===== src/rtl/serial_rx_buffer.sv =====
// Serial receiver front end: captures each held frame exactly once, pulses
// flush to release the receiver, and queues frames in a first-word fall-through FIFO.
module serial_rx_buffer #(
  parameter int PKT_W = 42,
  parameter int PAD_W = 4,
  parameter int DEPTH = 4
) (
  input  logic                     clk,
  input  logic                     rst,
  input  logic                     receiver_valid,
  input  logic [PKT_W-1:0]         receiver_packet,
  input  logic [PAD_W-1:0]         receiver_padding,
  output logic                     flush,
  output logic                     out_valid,
  input  logic                     out_ready,
  output logic [PKT_W-1:0]         out_packet,
  output logic [PAD_W-1:0]         out_padding,
  output logic [$clog2(DEPTH):0]   count
);

  localparam int AW      = $clog2(DEPTH);
  localparam int ENTRY_W = PKT_W + PAD_W;
  localparam logic [AW:0] FULL_CNT = (AW+1)'(DEPTH);

  typedef enum logic [1:0] {
    WAIT_VALID = 2'd0,
    FLUSH      = 2'd1,
    WAIT_DROP  = 2'd2
  } state_t;

  state_t             state, state_nxt;
  logic [AW-1:0]      wr_ptr, rd_ptr;
  logic [ENTRY_W-1:0] mem [DEPTH];
  logic [ENTRY_W-1:0] head;
  logic               push, pop;

  // Full check uses the registered count, so a same-cycle pop never frees a slot.
  assign push = (state == WAIT_VALID) && receiver_valid && (count < FULL_CNT);
  assign pop  = out_valid && out_ready;

  // NOTE: every signal written in always_comb gets a default first; this is what
  // keeps the block free of inferred latches when a branch forgets an assignment.
  always_comb begin
    state_nxt = state;
    unique case (state)
      WAIT_VALID: if (push) state_nxt = FLUSH;
      FLUSH:      state_nxt = WAIT_DROP;
      WAIT_DROP:  if (!receiver_valid) state_nxt = WAIT_VALID;
      default:    state_nxt = WAIT_VALID;
    endcase
  end

  // NOTE: state registers use non-blocking assignments so every flop samples
  // pre-edge values, independent of process ordering.
  always_ff @(posedge clk or negedge rst) begin
    if (!rst) state <= WAIT_VALID;
    else      state <= state_nxt;
  end

  assign flush = (state == FLUSH);

  always_ff @(posedge clk or negedge rst) begin
    if (!rst) begin
      wr_ptr <= '0;
      rd_ptr <= '0;
      count  <= '0;
    end else begin
      if (push) wr_ptr <= wr_ptr + 1'b1;
      if (pop)  rd_ptr <= rd_ptr + 1'b1;
      unique case ({push, pop})
        2'b10:   count <= count + 1'b1;
        2'b01:   count <= count - 1'b1;
        default: count <= count;
      endcase
    end
  end

  // NOTE: storage is cleared on reset because the head entry is visible on the
  // outputs combinationally; without the clear, out_packet would show stale data.
  always_ff @(posedge clk or negedge rst) begin
    if (!rst) begin
      for (int i = 0; i < DEPTH; i++) mem[i] <= '0;
    end else if (push) begin
      mem[wr_ptr] <= {receiver_packet, receiver_padding};
    end
  end

  assign head        = mem[rd_ptr];
  assign out_valid   = (count != '0);
  assign out_packet  = head[ENTRY_W-1:PAD_W];
  assign out_padding = head[PAD_W-1:0];

endmodule


===== config.mk =====
export PLATFORM = sky130hd
export DESIGN_NAME = serial_rx_buffer
export DESIGN_NICKNAME = d
export VERILOG_FILES = /design/src/rtl/serial_rx_buffer.sv
export SDC_FILE = /design/constraint.sdc
export NUM_CORES = 1
export LEC_CHECK = 0
export ABC_AREA = 1
export ABC_CLOCK_PERIOD_IN_PS = 2400
export BUFFER_PORTS_ARGS = -buffer_cell sky130_fd_sc_hd__buf_2
export CAP_MARGIN = 10
export CORE_UTILIZATION = 36
export DETAILED_ROUTE_END_ITERATION = 10
export HOLD_SLACK_MARGIN = 0.12
export PLACE_DENSITY_LB_ADDON = 0.3
export SLEW_MARGIN = 10
export SYNTH_ARGS = -nofsm -noshare
export SYNTH_HDL_FRONTEND = slang
export SYNTH_SLANG_ARGS = --single-unit

===== constraint.sdc =====
create_clock -name clk -period 2.4 [get_ports clk]
set_input_delay 0 -clock clk [delete_from_list [all_inputs] [get_ports clk]]
set_output_delay 0 -clock clk [all_outputs]
set_load 0.01 [all_outputs]

==> flow_summary.rst, run 1 <==
.. list-table::
   :header-rows: 1

   * - Metric
     - Value
   * - Fin Setup TNS
     - 0 ns
   * - DPL Wire Length
     - 15.62 mm
   * - Yosys top cell area share
     - 48.82%
   * - PnR worst setup slack
     - 0.3795 ns
   * - WP data arrival
     - 2.02 ns
   * - Largest buffer count on any clock path
     - 2
   * - Count of routing violations after the opening detailed-route iteration
     - 815
   * - Run status
     - complete, no violations
   * - Ys Warns
     - 0
   * - Count of instances resized after the clock tree is built
     - 0
   * - 1st-pass router iterations
     - 5
   * - Initial antenna violation count
     - 0
   * - CP endpoint kind
     - output port
   * - Initial Utilization
     - 36.71%
   * - DIE WIDTH
     - 167.8 um
   * - Final WL
     - 28.11 mm
   * - Synth Cell Area
     - 0.009893 mm2
   * - Synthesized instance count
     - 1229
   * - Worst-margin pin slew
     - 0.9315 ns
   * - Synthesized netlist net count
     - 1285
   * - Number of vias in the routed layout
     - 8766
   * - Cell types with the largest area share after synthesis
     - sky130_fd_sc_hd__dfrtp_1, sky130_fd_sc_hd__nand2_1, sky130_fd_sc_hd__nand4_1, sky130_fd_sc_hd__o211ai_1, sky130_fd_sc_hd__inv_1
   * - Number of buffers inserted during clock tree synthesis
     - 17
   * - Pins over their slew limit
     - 0
   * - Average wire per cell in the routed design
     - 16.78 um
   * - Cell leakage power
     - 6.190 nW
   * - Number of H-tree levels
     - 4
   * - Number of library cell types mapped by synthesis
     - 21
   * - Sequential share of the synthesized area
     - 48.82%
   * - Largest net degree at the start of global routing
     - 92
   * - Port Buf Inserts
     - 100
   * - Type of the most critical hold path
     - in2async
   * - Worst slack at placement
     - 0.4748 ns
   * - Maximum operating frequency
     - 494.9 MHz
   * - Final #Nets
     - 1377
   * - Synthesized area divided by synthesized cell count
     - 8.050 um2
   * - Clock latency reported for the late side of the worst-skew pair
     - 0.45 ns
   * - Ports
     - 101
   * - Most common cell in the synthesized netlist
     - sky130_fd_sc_hd__nand2_1
   * - Top flip-flop cell by instance count after synthesis
     - sky130_fd_sc_hd__dfrtp_1
   * - Die Y
     - 167.8 um
   * - Max Fanout on Critical Path
     - 56
   * - Number of clock sinks
     - 193
   * - Remaining routing DRC violations
     - 0
   * - Clock transition at the registers of the reported paths
     - 0.07 ns
   * - Number of antenna repair diodes
     - 0
   * - Floorplan core area
     - 0.02695 mm2
   * - GRT Resource Usage Total
     - 20.61%
   * - Proportion of layout cells with a drive suffix above 1
     - 13.19%
   * - CTS tree
     - yes
   * - Remaining antenna violation count
     - 0
   * - Async S/R FF share, synth
     - 100.0%
   * - Residual overflow from global routing
     - 0
   * - Rows
     - 60
   * - Total of max-cap violations
     - 0
   * - Power Dens Cells
     - 1384 mW/mm2
   * - Number of synthesized register bits
     - 193
   * - Setup skew after layout
     - 0.01962 ns
   * - Global-route wire length before repair
     - 45.90 mm
   * - Critical Path Source Type
     - flop
   * - GPL Wtd Cong
     - 0.7249
   * - Required time of the critical path
     - 2.40 ns
   * - Leading area contributor after synthesis
     - sky130_fd_sc_hd__dfrtp_1
   * - Number of setup violations in the final report
     - 0
   * - Unrepaired setup endpoints after global routing
     - false
   * - Final-report hold violation count
     - 0
   * - Final Cycle Share
     - 84.19%
   * - Post-synth EDFFs
     - 0
   * - Leading cell types by count after synthesis
     - sky130_fd_sc_hd__nand2_1, sky130_fd_sc_hd__dfrtp_1, sky130_fd_sc_hd__nand4_1
   * - Shortest period the worst path allows
     - 2.021 ns
   * - Area grow syn2layout
     - 17.82%
   * - WS Path Type
     - reg2out
   * - Root Buffer
     - sky130_fd_sc_hd__clkbuf_16
   * - Peak VDD IR
     - 0.8706 mV
   * - Via count of the first global-routing pass
     - 8331
   * - Vias per Instance
     - 5.233
   * - Slew Limit Headroom
     - 37.90%
   * - Die area
     - 0.02815 mm2
==> cell type report <==
| type | count | area [um2] |
|---|---|---|
| multi-input combinational | 823 | 4068 |
| fill | 2712 | 15290 |
| clock inverter | 14 | 147.6 |
| inverter | 107 | 406.6 |
| timing repair buffer | 179 | 1338 |
| sequential | 193 | 4831 |
| tap | 341 | 426.7 |
| clock buffer | 18 | 439.2 |
==> worst paths after layout <==
check | startpoint | endpoint | slack (ns) | cells past startpoint
worst max-delay path | rd_ptr[0] | out_packet[9] | 0.38 | 6
worst min-delay path | rst | mem[121] | 0.16 | 2
worst max register to register | count[2] | count[2] | 0.44 | 11
worst min register to register | mem[153] | mem[153] | 0.47 | 2
max in group asynchronous | rst | mem[11] | 1.48 | 3
min in group clk | out_ready | rd_ptr[0] | 0.38 | 4
==> power breakdown <==
part	switching, mW	internal (mW)	total (mW)
Combinational	5.22	2.53	7.75
Sequential	0.792	4.71	5.50
Clock	1.38	1.50	2.89
Total	7.39	8.74	16.1
==> layout by cell type (no fill, tap or decap), drive strengths merged <==
cell	n
o211ai	92
o21ai	2
inv	114
dfrtp	193
xnor2	1
nand4	185
nand3	8
nand2	526
ha	5
clkbuf	19
buf	129
clkinv	4
clkinvlp	2
nor2	3
bufinv	1
dlygate4sd3	49
fa	1
==> timing repair <==
| action | in CTS | in global routing |
|---|---|---|
| endpoints found under the hold margin | 300 | 0 |
| setup endpoints to repair | 0 | 0 |
| hold buffers | 49 | 0 |
| buffers inserted | 0 | 0 |
==> worst max-delay path, cell delays in order, from the launching register on <==
cell	delay, ns
sky130_fd_sc_hd__dfrtp_1	0.44
sky130_fd_sc_hd__inv_6	0.35
sky130_fd_sc_hd__buf_4	0.35
sky130_fd_sc_hd__nand2_1	0.08
sky130_fd_sc_hd__o211ai_1	0.09
sky130_fd_sc_hd__nand2_1	0.12
sky130_fd_sc_hd__buf_2	0.15
==> cells by family (layout without fill, tap and decap cells) <==
family	Yosys count	count (layout)	share of synthesized area (%)
AND/OR/NAND/NOR	722	722	33.01
buffers and inverters	213	318	10.17
flip-flops	193	193	48.82
AO/OA/AOI/OAI	94	94	7.082
adder cells (fa/ha/maj)	6	6	0.8347
XOR/XNOR	1	1	0.08855
==> metal layers <==
| metal | vias up | routed length (um) | track usage (%) |
|---|---|---|---|
| li1 | 4278 | - | - |
| met1 | 4214 | 13000 | 29.23 |
| met2 | 257 | 13330 | 33.08 |
| met3 | 17 | 1525 | 3.032 |
| met4 | 0 | 258 | 4.986 |
| met5 | - | 0 | 0 |
==> per-stage QoR <==
step	hold WS [ns]	util (%)	cells	power [mW]	area [um2]
after detailed placement	0.09142	39.25	1594	13.26	10580
after floorplan	-0.2956	-	1229	10.86	9893
final	0.1645	43.25	1675	16.13	11660
after global placement	0.09111	39.25	1594	13.13	10580
after global routing	0.2216	43.25	1675	17.50	11660
after CTS	0.1951	43.25	1675	16.25	11660
==> state kept, by name (all words and copies together), names as in the netlist <==
register,cells
mem,184
count,3
wr_ptr,2
state,2
rd_ptr,2
(Power assumes the default switching activity.)
==> run 2, diff against run 1 <==
--- a/config.mk
+++ b/config.mk
@@ -6,7 +6,7 @@
 export NUM_CORES = 1
 export LEC_CHECK = 0
 export ABC_AREA = 1
-export ABC_CLOCK_PERIOD_IN_PS = 2400
+export ABC_CLOCK_PERIOD_IN_PS = 2100
 export BUFFER_PORTS_ARGS = -buffer_cell sky130_fd_sc_hd__buf_2
 export CAP_MARGIN = 10
 export CORE_UTILIZATION = 36
==> constraint.sdc (replaced) <==
create_clock -name clk -period 2.1 [get_ports clk]
set_input_delay 0 -clock clk [delete_from_list [all_inputs] [get_ports clk]]
set_output_delay 0 -clock clk [all_outputs]
set_load 0.01 [all_outputs]
==> run 2 against run 1 <==
  * Sequential share of layout area shrank 0.17 points
  * Clock power grew 15%
  * Via count shrank 1.2%
  * Non-clock buffer count grew 4
  * Sequential power grew 14%
  * Critical path depth is the same
  * Register-to-register slack lost 0.15 ns
  * Final cell count grew 0.24%
  * Count of clock-buffer cells in the layout shrank 1
  * Flip-flop and latch count is the same
  * Global-route usage shrank 0.14 points
==> flow_summary.rst, run 2 (synthesis results as in run 1) <==
.. list-table::
   :header-rows: 1

   * - Metric
     - Value
   * - Power Dens Cells
     - 1578 mW/mm2 (was 1384 mW/mm2)
   * - Biggest register
     - mem (unchanged)
   * - Largest buffer count on any clock path
     - 2 (unchanged)
   * - CP endpoint kind
     - output port (unchanged)
   * - Highest routed layer
     - met4 (unchanged)
   * - Number of setup violations in the final report
     - 0 (unchanged)
   * - Average wire per cell in the routed design
     - 16.44 um (was 16.78 um)
   * - Final-report hold violation count
     - 0 (unchanged)
   * - WS Path Type
     - reg2out (unchanged)
   * - Final #Nets
     - 1381 (was 1377)
   * - Cell Area, Placed
     - 0.01061 mm2 (was 0.01058 mm2)
   * - Largest net degree at the start of global routing
     - 102 (was 92)
   * - Commonest cells after routing, fill and taps aside
     - sky130_fd_sc_hd__nand2_1, sky130_fd_sc_hd__dfrtp_1, sky130_fd_sc_hd__nand4_1 (unchanged)
   * - WP data arrival
     - 1.94 ns (was 2.02 ns)
   * - Post-route design area
     - 0.01171 mm2 (was 0.01166 mm2)
   * - CTS tree
     - yes (unchanged)
   * - Maximum operating frequency
     - 514.9 MHz
   * - Global-route wire length before repair
     - 45.75 mm (was 45.90 mm)
   * - Proportion of layout cells with a drive suffix above 1
     - 13.53% (was 13.19%)
   * - Slowest cell on the critical path
     - sky130_fd_sc_hd__dfrtp_1 (unchanged)
   * - Post-CTS setup buffer count
     - 0 (unchanged)
   * - 1st-pass router iterations
     - 5 (unchanged)
   * - Fill cell instance count of the final layout
     - 2733 (was 2712)
   * - Wl on met1
     - 13.20 mm (was 13.00 mm)
   * - DPL Wire Length
     - 15.56 mm (was 15.62 mm)
   * - Die area
     - 0.02815 mm2 (unchanged)
   * - Cell type group with the largest total delay on the critical path
     - buffers and inverters (unchanged)
   * - Maximum cell stage delay along the critical path
     - 0.44 ns (about the same)
   * - Routed wire length on met3
     - 1.218 mm (was 1.525 mm)
   * - Residual overflow from global routing
     - 0 (unchanged)
   * - Worst-margin pin slew
     - 0.7170 ns (was 0.9315 ns)
   * - Number of clock sinks
     - 193 (unchanged)
   * - Initial Utilization
     - 36.71% (unchanged)
   * - Critical Path Source Type
     - flop (unchanged)
   * - Setup skew after layout
     - 0.01513 ns (was 0.01962 ns)
   * - Floorplan core area
     - 0.02695 mm2 (unchanged)
   * - Total of max-cap violations
     - 0 (unchanged)
   * - Peak VDD IR
     - 1.200 mV (was 0.8706 mV)
   * - Number of H-tree levels
     - 4 (unchanged)
   * - Root Buffer
     - sky130_fd_sc_hd__clkbuf_16 (unchanged)
   * - Max Fanout on Critical Path
     - 47 (was 56)
   * - Number of antenna repair diodes
     - 0 (unchanged)
   * - GRT Resource Usage Total
     - 20.46% (was 20.61%)
   * - Clock transition at the registers of the reported paths
     - 0.08 ns (was 0.07 ns)
   * - Area grow syn2layout
     - 18.33% (was 17.82%)
   * - Ports
     - 101 (unchanged)
   * - Initial antenna violation count
     - 0 (unchanged)
   * - Required time of the critical path
     - 2.10 ns (was 2.40 ns)
   * - DIE WIDTH
     - 167.8 um (unchanged)
   * - Clock latency reported for the late side of the worst-skew pair
     - 0.44 ns (was 0.45 ns)
   * - Die Y
     - 167.8 um (unchanged)
   * - Via count of the first global-routing pass
     - 8370 (was 8331)
   * - Final WL
     - 27.61 mm (was 28.11 mm)
   * - Sum of met2 wire segment lengths after detailed routing
     - 12.88 mm (was 13.33 mm)
   * - Worst path bufs/invs
     - 3 (unchanged)
   * - Final Cycle Share
     - 92.48%
   * - Hold Slack
     - 0.1163 ns (was 0.1645 ns)
   * - Most common cell after layout, fill and taps aside
     - sky130_fd_sc_hd__nand2_1 (unchanged)
   * - Remaining routing DRC violations
     - 0 (unchanged)
   * - Remaining antenna violation count
     - 0 (unchanged)
   * - Pins over their slew limit
     - 0 (unchanged)
   * - Fin Setup TNS
     - 0 ns (unchanged)
   * - Cell leakage power
     - 6.205 nW (was 6.190 nW)
   * - Power, Total
     - 18.47 mW (was 16.13 mW)
   * - Unrepaired setup endpoints after global routing
     - false (unchanged)
   * - GPL Wtd Cong
     - 0.7712 (was 0.7249)
   * - Shortest period the worst path allows
     - 1.942 ns
   * - Biggest registers after layout
     - mem x184, count x3 (unchanged)
   * - Count of routing violations after the opening detailed-route iteration
     - 660 (was 815)
   * - Port Buf Inserts
     - 100 (unchanged)
   * - Rows
     - 60 (unchanged)
   * - Max reg flops
     - 184 (unchanged)
   * - Sequence of cells on the critical path
     - inv_6 -> buf_4 -> nand2_1 -> o211ai_1 -> nand2_1 -> buf_2 (unchanged)
   * - Run status
     - complete, no violations (unchanged)
   * - Slew Limit Headroom
     - 52.20% (was 37.90%)
   * - Most used cell, CP
     - sky130_fd_sc_hd__nand2_1 (unchanged)
   * - Number of vias in the routed layout
     - 8659 (was 8766)
   * - Type of the most critical hold path
     - in2async (unchanged)
   * - Number of buffers inserted during clock tree synthesis
     - 17 (unchanged)
   * - Vias per Instance
     - 5.157 (was 5.233)
[run 2: cell types whose count changed in the layout (fill, tap and decap cells not counted), sizes merged]
cell | before | now
buf | 129 | 133
inv | 114 | 117
bufinv | 1 | 0
clkbuf | 19 | 18
clkinvlp | 2 | 1
[run 2: what timing repair did]
| action | CTS | global route |
|---|---|---|
| hold endpoints to repair | 384 | 0 |
| hold buffers | 49 | 0 |
| gates resized for setup | 0 | 1 |
| endpoints found under the setup margin | 0 | 1 |
[run 2: final timing paths]
check | slack (ns) | cells past startpoint | end | from
worst max-delay path | 0.16 | 6 | out_packet[12] | rd_ptr[0]
worst min-delay path | 0.12 | 2 | mem[167] | rst
worst max register to register | 0.29 | 11 | count[2] | count[2]
worst min register to register | 0.47 | 2 | mem[140] | mem[140]
max in group asynchronous | 1.31 | 3 | count[2] | rst
min in group clk | 0.37 | 4 | rd_ptr[0] | out_ready
[run 2: power breakdown]
part | switching, mW | internal [mW]
Clock | 1.68 | 1.63
Sequential | 0.902 | 5.39
Combinational | 5.92 | 2.96
[run 2: per-stage QoR]
stage               worst slack (ns)  cells  utilization [%]
floorplan                     0.2426   1229                -
global placement              0.2731   1598            39.36
detailed placement            0.2094   1598            39.36
CTS                           0.1259   1679            43.43
global route               0.0007074   1679            43.44
finish                        0.1578   1679            43.44
[run 2: metal layers]
metal,vias up,track usage [%]
met5,-,0
met4,0,4.587
met3,17,3.385
met2,225,32.61
met1,4129,29.12
li1,4288,-
[run 2: layout make-up]
class	count	area, um2	share of cell area, %
flip-flops and latches	193	4832	41.28
well taps	341	426.7	3.645
multi-input cells	823	4068	34.75
clock buffers	17	425.4	3.634
repair buffers	183	1368	11.68
clock inverters	15	180.2	1.539
inverters	107	406.6	3.474
==> run 3, diff against run 2 <==
--- a/config.mk
+++ b/config.mk
@@ -9,7 +9,8 @@
 export ABC_CLOCK_PERIOD_IN_PS = 2100
 export BUFFER_PORTS_ARGS = -buffer_cell sky130_fd_sc_hd__buf_2
 export CAP_MARGIN = 10
-export CORE_UTILIZATION = 36
+export CORE_MARGIN = 2
+export CORE_UTILIZATION = 55
 export DETAILED_ROUTE_END_ITERATION = 10
 export HOLD_SLACK_MARGIN = 0.12
 export PLACE_DENSITY_LB_ADDON = 0.3
==> run 3 against run 2 <==
  * Cell area decreased by 1.5%
  * Die area decreased by 32%
  * Sequential share of layout area increased by 0.62 points
  * Utilization increased by 21 points
  * Largest cell class unchanged
==> flow_summary.rst, run 3 (synthesis results as in run 1) <==
.. list-table::
   :header-rows: 1

   * - Metric
     - Value
   * - Worst-margin pin slew
     - 0.6715 ns (was 0.7170 ns)
   * - Slowest cell on the critical path
     - sky130_fd_sc_hd__dfrtp_1 (unchanged)
   * - Number of logic stages on the critical path including buffering
     - 6 (unchanged)
   * - CTS tree
     - yes (unchanged)
   * - Residual overflow from global routing
     - 0 (unchanged)
   * - Maximum operating frequency
     - 514.7 MHz (was 514.9 MHz)
   * - Capturing point of the worst reg2reg path
     - count[2] (unchanged)
   * - Most common cell after layout, fill and taps aside
     - sky130_fd_sc_hd__nand2_1 (unchanged)
   * - Pins over their slew limit
     - 0 (unchanged)
   * - Setup skew after layout
     - 0.01054 ns (was 0.01513 ns)
   * - Met1 GRT Util
     - 38.52% (was 29.12%)
   * - 1st-pass router iterations
     - 5 (unchanged)
   * - Remaining routing DRC violations
     - 0 (unchanged)
   * - Root Buffer
     - sky130_fd_sc_hd__clkbuf_16 (unchanged)
   * - Clock transition at the registers of the reported paths
     - 0.07 ns (was 0.08 ns)
   * - Commonest cells after routing, fill and taps aside
     - sky130_fd_sc_hd__nand2_1, sky130_fd_sc_hd__dfrtp_1, sky130_fd_sc_hd__nand4_1 (unchanged)
   * - Clock latency reported for the late side of the worst-skew pair
     - 0.44 ns (about the same)
   * - Ports
     - 101 (unchanged)
   * - Max reg flops
     - 184 (unchanged)
   * - WP data arrival
     - 1.94 ns (about the same)
   * - Cell Area, Placed
     - 0.01042 mm2 (was 0.01061 mm2)
   * - Cell leakage power
     - 6.193 nW (was 6.205 nW)
   * - CP endpoint kind
     - output port (unchanged)
   * - Reg-to-Reg Start
     - count[2] (unchanged)
   * - Total of max-cap violations
     - 0 (unchanged)
   * - Final-report hold violation count
     - 0 (unchanged)
   * - Final Cycle Share
     - 92.52% (was 92.48%)
   * - Post-CTS setup buffer count
     - 0 (unchanged)
   * - Post-route design area
     - 0.01153 mm2 (was 0.01171 mm2)
   * - Fill cell instance count of the final layout
     - 1541 (was 2733)
   * - Rows
     - 49 (was 60)
   * - Register-to-register setup slack
     - 0.20 ns (was 0.29 ns)
   * - Number of clock sinks
     - 193 (unchanged)
   * - Number of setup violations in the final report
     - 0 (unchanged)
   * - Unrepaired setup endpoints after global routing
     - false (unchanged)
   * - Die Y
     - 138.1 um (was 167.8 um)
   * - Type of the most critical hold path
     - in2async (unchanged)
   * - Critical Path Source Type
     - flop (unchanged)
   * - Fin Setup TNS
     - 0 ns (unchanged)
   * - Number of vias in the routed layout
     - 8898 (was 8659)
   * - DPL Wire Length
     - 14.39 mm (was 15.56 mm)
   * - Peak VDD IR
     - 1.399 mV (was 1.200 mV)
   * - Shortest period the worst path allows
     - 1.943 ns (was 1.942 ns)
   * - Average wire per cell in the routed design
     - 16.56 um (was 16.44 um)
   * - Slew Limit Headroom
     - 55.23% (was 52.20%)
   * - Area grow syn2layout
     - 16.58% (was 18.33%)
   * - Initial Utilization
     - 55.64% (was 36.71%)
   * - Post-layout util
     - 64.87% (was 43.44%)
   * - Maximum cell stage delay along the critical path
     - 0.42 ns (was 0.44 ns)
   * - Count of cells along the worst register-to-register path
     - 11 (unchanged)
   * - Biggest register
     - mem (unchanged)
   * - Proportion of layout cells with a drive suffix above 1
     - 13.04% (was 13.53%)
   * - Sequence of cells on the critical path
     - inv_4 -> buf_12 -> nand2_1 -> o211ai_1 -> nand2_1 -> buf_2 (was inv_6 -> buf_4 -> nand2_1 -> o211ai_1 -> nand2_1 -> buf_2)
   * - Final #Nets
     - 1377 (was 1381)
   * - PnR worst setup slack
     - 0.1571 ns (was 0.1578 ns)
   * - Run status
     - complete, no violations (unchanged)
   * - Floorplan core area
     - 0.01778 mm2 (was 0.02695 mm2)
   * - Global-route wire length before repair
     - 43.19 mm (was 45.75 mm)
   * - Most used routing layer
     - met2 (unchanged)
   * - DIE WIDTH
     - 138.1 um (was 167.8 um)
   * - Largest net degree at the start of global routing
     - 128 (was 102)
   * - Grt met3 use
     - 5.092% (was 3.385%)
   * - Count of routing violations after the opening detailed-route iteration
     - 861 (was 660)
   * - Initial antenna violation count
     - 0 (unchanged)
   * - Number of H-tree levels
     - 4 (unchanged)
   * - Placed cell count
     - 1482 (was 1598)
   * - Most used cell, CP
     - sky130_fd_sc_hd__nand2_1 (unchanged)
   * - Worst path bufs/invs
     - 3 (unchanged)
   * - Vias per Instance
     - 5.693 (was 5.157)
   * - GPL Wtd Cong
     - 0.7666 (was 0.7712)
   * - Required time of the critical path
     - 2.10 ns (about the same)
   * - GRT Resource Usage Total
     - 27.54% (was 20.46%)
   * - Cell type group with the largest total delay on the critical path
     - buffers and inverters (unchanged)
   * - Die area
     - 0.01908 mm2 (was 0.02815 mm2)
   * - Biggest registers after layout
     - mem x184, count x3 (unchanged)
   * - Number of buffers inserted during clock tree synthesis
     - 17 (unchanged)
   * - Max Fanout on Critical Path
     - 109 (was 47)
   * - Via count of the first global-routing pass
     - 8478 (was 8370)
   * - Remaining antenna violation count
     - 0 (unchanged)
   * - WS Path Type
     - reg2out (unchanged)
   * - Power Dens Cells
     - 1599 mW/mm2 (was 1578 mW/mm2)
   * - Global Route met2 Usage
     - 43.59% (was 32.61%)
   * - Filler-free cell count of the finished design
     - 1563 (was 1679)
   * - Final WL
     - 25.89 mm (was 27.61 mm)
   * - Hold Slack
     - 0.1100 ns (was 0.1163 ns)
   * - Worst slack at placement
     - 0.1737 ns (was 0.2094 ns)
   * - Power, Total
     - 18.44 mW (was 18.47 mW)
   * - Number of antenna repair diodes
     - 0 (unchanged)
   * - Port Buf Inserts
     - 100 (unchanged)
   * - Largest buffer count on any clock path
     - 2 (unchanged)
[run 3: cell types whose count changed in the layout (fill, tap and decap cells not counted), moves of 2 or more]
cell and delta:
sky130_fd_sc_hd__clkbuf_8 +4, sky130_fd_sc_hd__clkinv_8 -4, sky130_fd_sc_hd__buf_4 -3, sky130_fd_sc_hd__inv_6 -5, sky130_fd_sc_hd__clkinv_4 +2, sky130_fd_sc_hd__clkinv_2 +3, sky130_fd_sc_hd__bufinv_16 +3, sky130_fd_sc_hd__inv_8 -5
sky130_fd_sc_hd__clkbuf_1 +2
[run 3: routing by layer]
| layer | vias up | wire [um] |
|---|---|---|
| met5 | - | 0 |
| met4 | 0 | 497 |
| met3 | 39 | 1696 |
| met2 | 321 | 12430 |
| met1 | 4263 | 11260 |
| li1 | 4275 | - |
[run 3: what timing repair did]
item | in CTS | in global routing
hold buffers | 49 | 0
endpoints found under the hold margin | 384 | 0
endpoints found under the setup margin | 0 | 1
gates resized for setup | 0 | 1
[run 3: final cells by class]
| cell class | count | area [um2] | area share, % |
|---|---|---|---|
| multi-input cells | 823 | 4068 | 35.27 |
| clock buffers | 23 | 488.0 | 4.231 |
| well taps | 229 | 286.5 | 2.484 |
| flip-flops and latches | 193 | 4832 | 41.90 |
| inverters | 107 | 404.1 | 3.504 |
| clock inverters | 9 | 130.1 | 1.128 |
| repair buffers | 179 | 1325 | 11.49 |
[run 3: report_power, final]
| group | switching, mW | leakage, nW | internal [mW] |
|---|---|---|---|
| combinational | 5.84 | 3.45 | 2.89 |
| clock | 1.41 | 0.303 | 2.00 |
| sequential | 0.916 | 2.44 | 5.39 |
[run 3: worst max path at each step]
stage | from | end | slack (ns)
6_report | rd_ptr[0] | out_padding[0] | 0.16
5_1_grt | count[2] | count[2] | 0.03
4_1_cts | count[2] | count[2] | 0.16
3_5_place_dp | count[2] | count[2] | 0.17
3_3_place_gp | count[2] | count[2] | 0.29
2_1_floorplan | count[2] | count[2] | 0.24
